File: config.mk
export PLATFORM = sky130hd
export DESIGN_NAME = led_pattern_sequencer
export DESIGN_NICKNAME = d
export VERILOG_FILES = /design/src/rtl/led_pattern_sequencer.sv
export SDC_FILE = /design/constraint.sdc
export NUM_CORES = 1
export LEC_CHECK = 0
export CORE_ASPECT_RATIO = 0.7
export CORE_MARGIN = 2
export CORE_UTILIZATION = 30
export CTS_BUF_LIST = sky130_fd_sc_hd__clkbuf_4
export CTS_CLUSTER_DIAMETER = 120
export DETAILED_ROUTE_END_ITERATION = 8
export HOLD_SLACK_MARGIN = 0.06
export PLACE_DENSITY = 0.51
export SLEW_MARGIN = 40
export SYNTH_ARGS = -nofsm -noshare
export SYNTH_HDL_FRONTEND = slang
export SYNTH_SLANG_ARGS = --single-unit
File: constraint.sdc
create_clock -name iCLK -period 2.5 [get_ports iCLK]
set_input_delay 0.375 -clock iCLK [delete_from_list [all_inputs] [get_ports iCLK]]
set_output_delay 0.375 -clock iCLK [all_outputs]
set_load 0.1 [all_outputs]
File: src/rtl/led_pattern_sequencer.sv
// LED pattern sequencer: debounced mode switch steps through five LED patterns,
// each advanced by a prescaled tick.
module led_pattern_sequencer #(
  parameter int unsigned TICK_DIV = 25000000,
  parameter int unsigned DEB_LEN  = 500000
) (
  input  logic       iCLK,
  input  logic       iRST,
  input  logic       SW,
  output logic [7:0] oLED,
  output logic [2:0] oMODE
);

  localparam int unsigned PW = (TICK_DIV > 1) ? $clog2(TICK_DIV) : 1;
  localparam int unsigned DW = (DEB_LEN > 1) ? $clog2(DEB_LEN) : 1;
  localparam logic [PW-1:0] PRESC_MAX = PW'(TICK_DIV - 1);
  localparam logic [DW-1:0] DEB_MAX   = DW'(DEB_LEN - 1);

  typedef enum logic [2:0] {
    SHL    = 3'd0,
    SHR    = 3'd1,
    BOUNCE = 3'd2,
    BLINK  = 3'd3,
    COUNT  = 3'd4
  } mode_e;

  mode_e         mode_q, mode_d;
  logic [7:0]    led_q, led_d;
  logic          dir_q, dir_d;      // BOUNCE direction: 0 = left, 1 = right
  logic [PW-1:0] presc_q, presc_d;
  logic          sync1_q, sync1_d;
  logic          sync2_q, sync2_d;
  logic          acc_q, acc_d;
  logic [DW-1:0] deb_cnt_q, deb_cnt_d;
  logic          adv_q, adv_d;
  logic          tick_c;

  function automatic logic [7:0] init_pattern(input mode_e m);
    case (m)
      SHL:     return 8'h01;
      SHR:     return 8'h80;
      BOUNCE:  return 8'h01;
      BLINK:   return 8'hFF;
      COUNT:   return 8'h00;
      default: return 8'h01;
    endcase
  endfunction

  always_ff @(posedge iCLK or posedge iRST) begin
    if (iRST) begin
      mode_q    <= SHL;
      led_q     <= 8'h01;
      dir_q     <= 1'b0;
      presc_q   <= '0;
      sync1_q   <= 1'b0;
      sync2_q   <= 1'b0;
      acc_q     <= 1'b0;
      deb_cnt_q <= '0;
      adv_q     <= 1'b0;
    end else begin
      mode_q    <= mode_d;
      led_q     <= led_d;
      dir_q     <= dir_d;
      presc_q   <= presc_d;
      sync1_q   <= sync1_d;
      sync2_q   <= sync2_d;
      acc_q     <= acc_d;
      deb_cnt_q <= deb_cnt_d;
      adv_q     <= adv_d;
    end
  end

  // Synchroniser and debouncer; adv_d fires only when the accepted level rises.
  always_comb begin
    sync1_d   = SW;
    sync2_d   = sync1_q;
    acc_d     = acc_q;
    deb_cnt_d = '0;
    adv_d     = 1'b0;
    if (sync2_q != acc_q) begin
      if (deb_cnt_q == DEB_MAX) begin
        acc_d = sync2_q;
        adv_d = sync2_q;
      end else begin
        deb_cnt_d = deb_cnt_q + DW'(1);
      end
    end
  end

  assign tick_c = (presc_q == PRESC_MAX);

  // Mode FSM and pattern generator; an advance pulse overrides a coincident tick.
  always_comb begin
    mode_d  = mode_q;
    led_d   = led_q;
    dir_d   = dir_q;
    presc_d = tick_c ? '0 : presc_q + PW'(1);
    if (adv_q) begin
      case (mode_q)
        SHL:     mode_d = SHR;
        SHR:     mode_d = BOUNCE;
        BOUNCE:  mode_d = BLINK;
        BLINK:   mode_d = COUNT;
        default: mode_d = SHL;
      endcase
      led_d   = init_pattern(mode_d);
      dir_d   = 1'b0;
      presc_d = '0;
    end else begin
      case (mode_q)
        SHL:    if (tick_c) led_d = {led_q[6:0], led_q[7]};
        SHR:    if (tick_c) led_d = {led_q[0], led_q[7:1]};
        BOUNCE: begin
          if (tick_c) begin
            if (!dir_q) begin
              led_d = {led_q[6:0], 1'b0};
              if (led_q == 8'h40) dir_d = 1'b1;
            end else begin
              led_d = {1'b0, led_q[7:1]};
              if (led_q == 8'h02) dir_d = 1'b0;
            end
          end
        end
        BLINK:  if (tick_c) led_d = ~led_q;
        COUNT:  if (tick_c) led_d = led_q + 8'd1;
        default: begin
          mode_d = SHL;
          led_d  = 8'h01;
          dir_d  = 1'b0;
        end
      endcase
    end
  end

  assign oLED  = led_q;
  assign oMODE = mode_q;

endmodule

==> metrics.txt <==
standard-cell rows=32; Clk Latency, worst-skew pair=0.42 ns; asr flop ratio synth=1.000; Final GP Congestion=0.7968; final cycle utilization of the critical path=0.8509; Post-synth EDFFs=0; DRC viols=0; CP max-delay cell=or4_4; I/O Pins=14; Post-Route WL=7.089 mm; via count of the first global-routing pass=2,363; global-route wire length before repair=12.04 mm; post-route ant nets=0; Final Cell Area=3706 sq um; Slew headroom=0.5486; largest net degree at the start of global routing=61; Worst-path clk slew=0.11 ns; die height=91.81 um; PnR worst setup slack=0.3728 ns; Slew @ Worst Pin=0.6757 ns; grt ovf=0; Total Power=1.668 mW; post-DP HPWL=4.676 mm; Slew Limit Fails=0; NumNets Final=379; share of cells above drive strength 1=0.1250; minimum clock period=2.127 ns; GR Util All Layers=0.1306; Synth Cell Area=3304 sq um; Core Box Area=10,890 sq um; number of buffers created by CTS=9; drt pass-1 iters=4; WP data required=2.77 ns; Clock Tree Root=clkbuf_4; syn nets=365; pwr dens=450.1 nW/um^2; Unique masters post-synth=55; unrepaired setup endpoints after global routing=no; CP Capture Type=flip-flop; Placed Area=3581 sq um; Worst EP arrival=2.40 ns; cell-by-cell trace of the critical path=ha_1 > nand2_1 > or4_4 > nor2_2 > or2_2 > nor2_1; Ys Warns=0; Diodes inserted=0; Sink Count=60; CTS tree=yes; Final TNS setup=0 ns; Min-Delay Path Class=input pin to asynchronous set/reset pin; Place WS=0.3769 ns; clock buffer depth=2; number of max-cap violations=0; Detailed Route Iter0 Violations=219; Die Width=129.4 um; cts repair resizes=0; PortBufs=13; Initial Utilization=0.3034; antenna violations before repair=0; routed vias=2,603; post-DR wirelength/cell=13.40 um; CTS H-Tree Depth=3; area delta synth->final=12.15%; status=complete, no violations; Post-CTS Setup Bufs=0; crit path max fanout=25; area of the die=11,880 sq um; Setup CP Type=flip-flop to flip-flop; Mapped Cells=357; Final setup viols=0; #FFs+latches synth=60; leakage=1.561 nW; final hold vios=0; skew final=0.01998 ns; VDD IR max=0.1747 mV; sequential share of the synthesized area=0.4548; Syn Area/Cell=9.256 sq um; hold_buf cts=0; Fmax=470.1 MHz; Vias per Instance=4.921; Worst setup SP type=flip-flop; Worst path max stage delay=0.47 ns; Synth Flop Type=dfrtp_1
-- metal layers --
metal | part of all wire | routed length [um] | vias to the layer above | GRT usage
met5 | 0 | 0 | - | 0
met4 | 0.013 | 94 | 0 | 0.04570
met3 | 0.062 | 443 | 9 | 0.04551
met2 | 0.40 | 2814 | 57 | 0.1636
met1 | 0.53 | 3737 | 1252 | 0.2017
li1 | - | - | 1285 | -
-- registers in the layout (all words and copies together) (netlist names) --
register / flops
acc_q: 1
sync2_q: 1
oMODE: 3
presc_q: 25
dir_q: 1
oLED: 8
adv_q: 1
sync1_q: 1
deb_cnt_q: 19
-- per-stage QoR --
step           cells  hold slack (ns)  utilization
2_1_floorplan    357           0.3312            -
3_3_place_gp     513           0.3352       0.3288
3_5_place_dp     513           0.3524       0.3288
4_1_cts          529           0.3067       0.3403
5_1_grt          529           0.3185       0.3403
6_report         529           0.3273       0.3403
-- area by class of cell --
cell class              instances  area [sq um]
repair buffers                 21         175.2
flip-flops and latches         60          1503
well taps                     153         191.4
multi-input cells             270          1678
inverters                       9         33.78
fillers                      1152          7184
clock buffers                   9         67.56
clock inverters                 7         57.56
-- power breakdown --
part	internal [mW]	leakage, nW	switching [mW]
Sequential	0.975	0.813	0.00498
Combinational	0.0111	0.682	0.0279
Clock	0.290	0.0659	0.359
-- logic make-up (layout without fill, tap and decap cells) --
logic type                 after synthesis  after routing  synth area share
AOI/OAI and AO/OA                       48             48            0.1083
xor gates and xnor gates                42             42            0.1113
adders and majority gates                5              5           0.01893
buffers and inverters                   27             46           0.03748
DFF                                     60             60            0.4548
muxes                                    2              2          0.006437
and+or+nand+nor                        173            173            0.2628
-- cells in the mapped netlist (5+ instances only) --
| cell | instances | share of area |
|---|---|---|
| nor2_1 | 63 | 0.072 |
| dfrtp_1 | 59 | 0.45 |
| nand2_1 | 26 | 0.030 |
| xor2_1 | 25 | 0.066 |
| nand3_1 | 20 | 0.030 |
| xnor2_1 | 17 | 0.045 |
| nand4_1 | 12 | 0.023 |
| a21oi_1 | 11 | 0.017 |
| clkbuf_1 | 11 | 0.012 |
| inv_1 | 9 | 0.010 |
| and3_1 | 8 | 0.015 |
| nor3_1 | 8 | 0.012 |
| o22a_1 | 6 | 0.016 |
| a221oi_1 | 5 | 0.013 |
| ha_1 | 5 | 0.019 |
| nand2b_1 | 5 | 0.0095 |
-- critical path, delay by kind of cell, from the launching register on --
kind	cells	cell delay [ns]
AND/OR/NAND/NOR	5	1.36
adder cells (fa/ha/maj)	1	0.22
flip-flops	1	0.39
-- cells in the final DEF, fill, tap and decap left out, types with 2 or more instances in the layout --
| master | Yosys | layout |
|---|---|---|
| a31o_2 | 2 | 2 |
| nand2_1 | 26 | 26 |
| nor3b_1 | 3 | 3 |
| nand3b_1 | 2 | 2 |
| nand4_1 | 12 | 12 |
| or3_1 | 2 | 2 |
| xnor2_1 | 17 | 17 |
| clkinv_1 | 0 | 4 |
| a31oi_1 | 4 | 4 |
| nor3_1 | 8 | 8 |
| ha_1 | 5 | 5 |
| clkdlybuf4s50_1 | 0 | 2 |
| and4_1 | 2 | 2 |
| a211oi_1 | 3 | 3 |
| buf_4 | 1 | 18 |
| o211ai_1 | 3 | 3 |
| or2_2 | 4 | 4 |
| or4_1 | 3 | 3 |
| nand3_1 | 20 | 20 |
| dfrtp_1 | 59 | 59 |
| a21o_1 | 2 | 2 |
| and3_1 | 8 | 8 |
| nor4_1 | 3 | 3 |
| clkbuf_4 | 0 | 9 |
| o21ai_0 | 3 | 3 |
| nand2b_1 | 5 | 5 |
| inv_1 | 9 | 8 |
| o22a_1 | 6 | 6 |
| a221oi_1 | 5 | 5 |
| nor2_1 | 63 | 63 |
| xor2_1 | 25 | 25 |
| nor2b_1 | 2 | 2 |
| nor4b_1 | 2 | 2 |
| a21oi_1 | 11 | 11 |
-- final timing paths --
| kind | startpoint | endpoint | slack (ns) | depth (start not counted) |
|---|---|---|---|---|
| max in group asynchronous | iRST | oLED[0] | 1.86 | 3 |
| worst max register to register | presc_q[0] | presc_q[20] | 0.37 | 6 |
| min in group iCLK | sync1_q | sync2_q | 0.37 | 0 |
| worst min register to register | sync1_q | sync2_q | 0.37 | 0 |
| worst min-delay path | iRST | oMODE[2] | 0.33 | 3 |
| worst max-delay path | presc_q[0] | presc_q[20] | 0.37 | 6 |
Power figures use the tool's default switching activity.
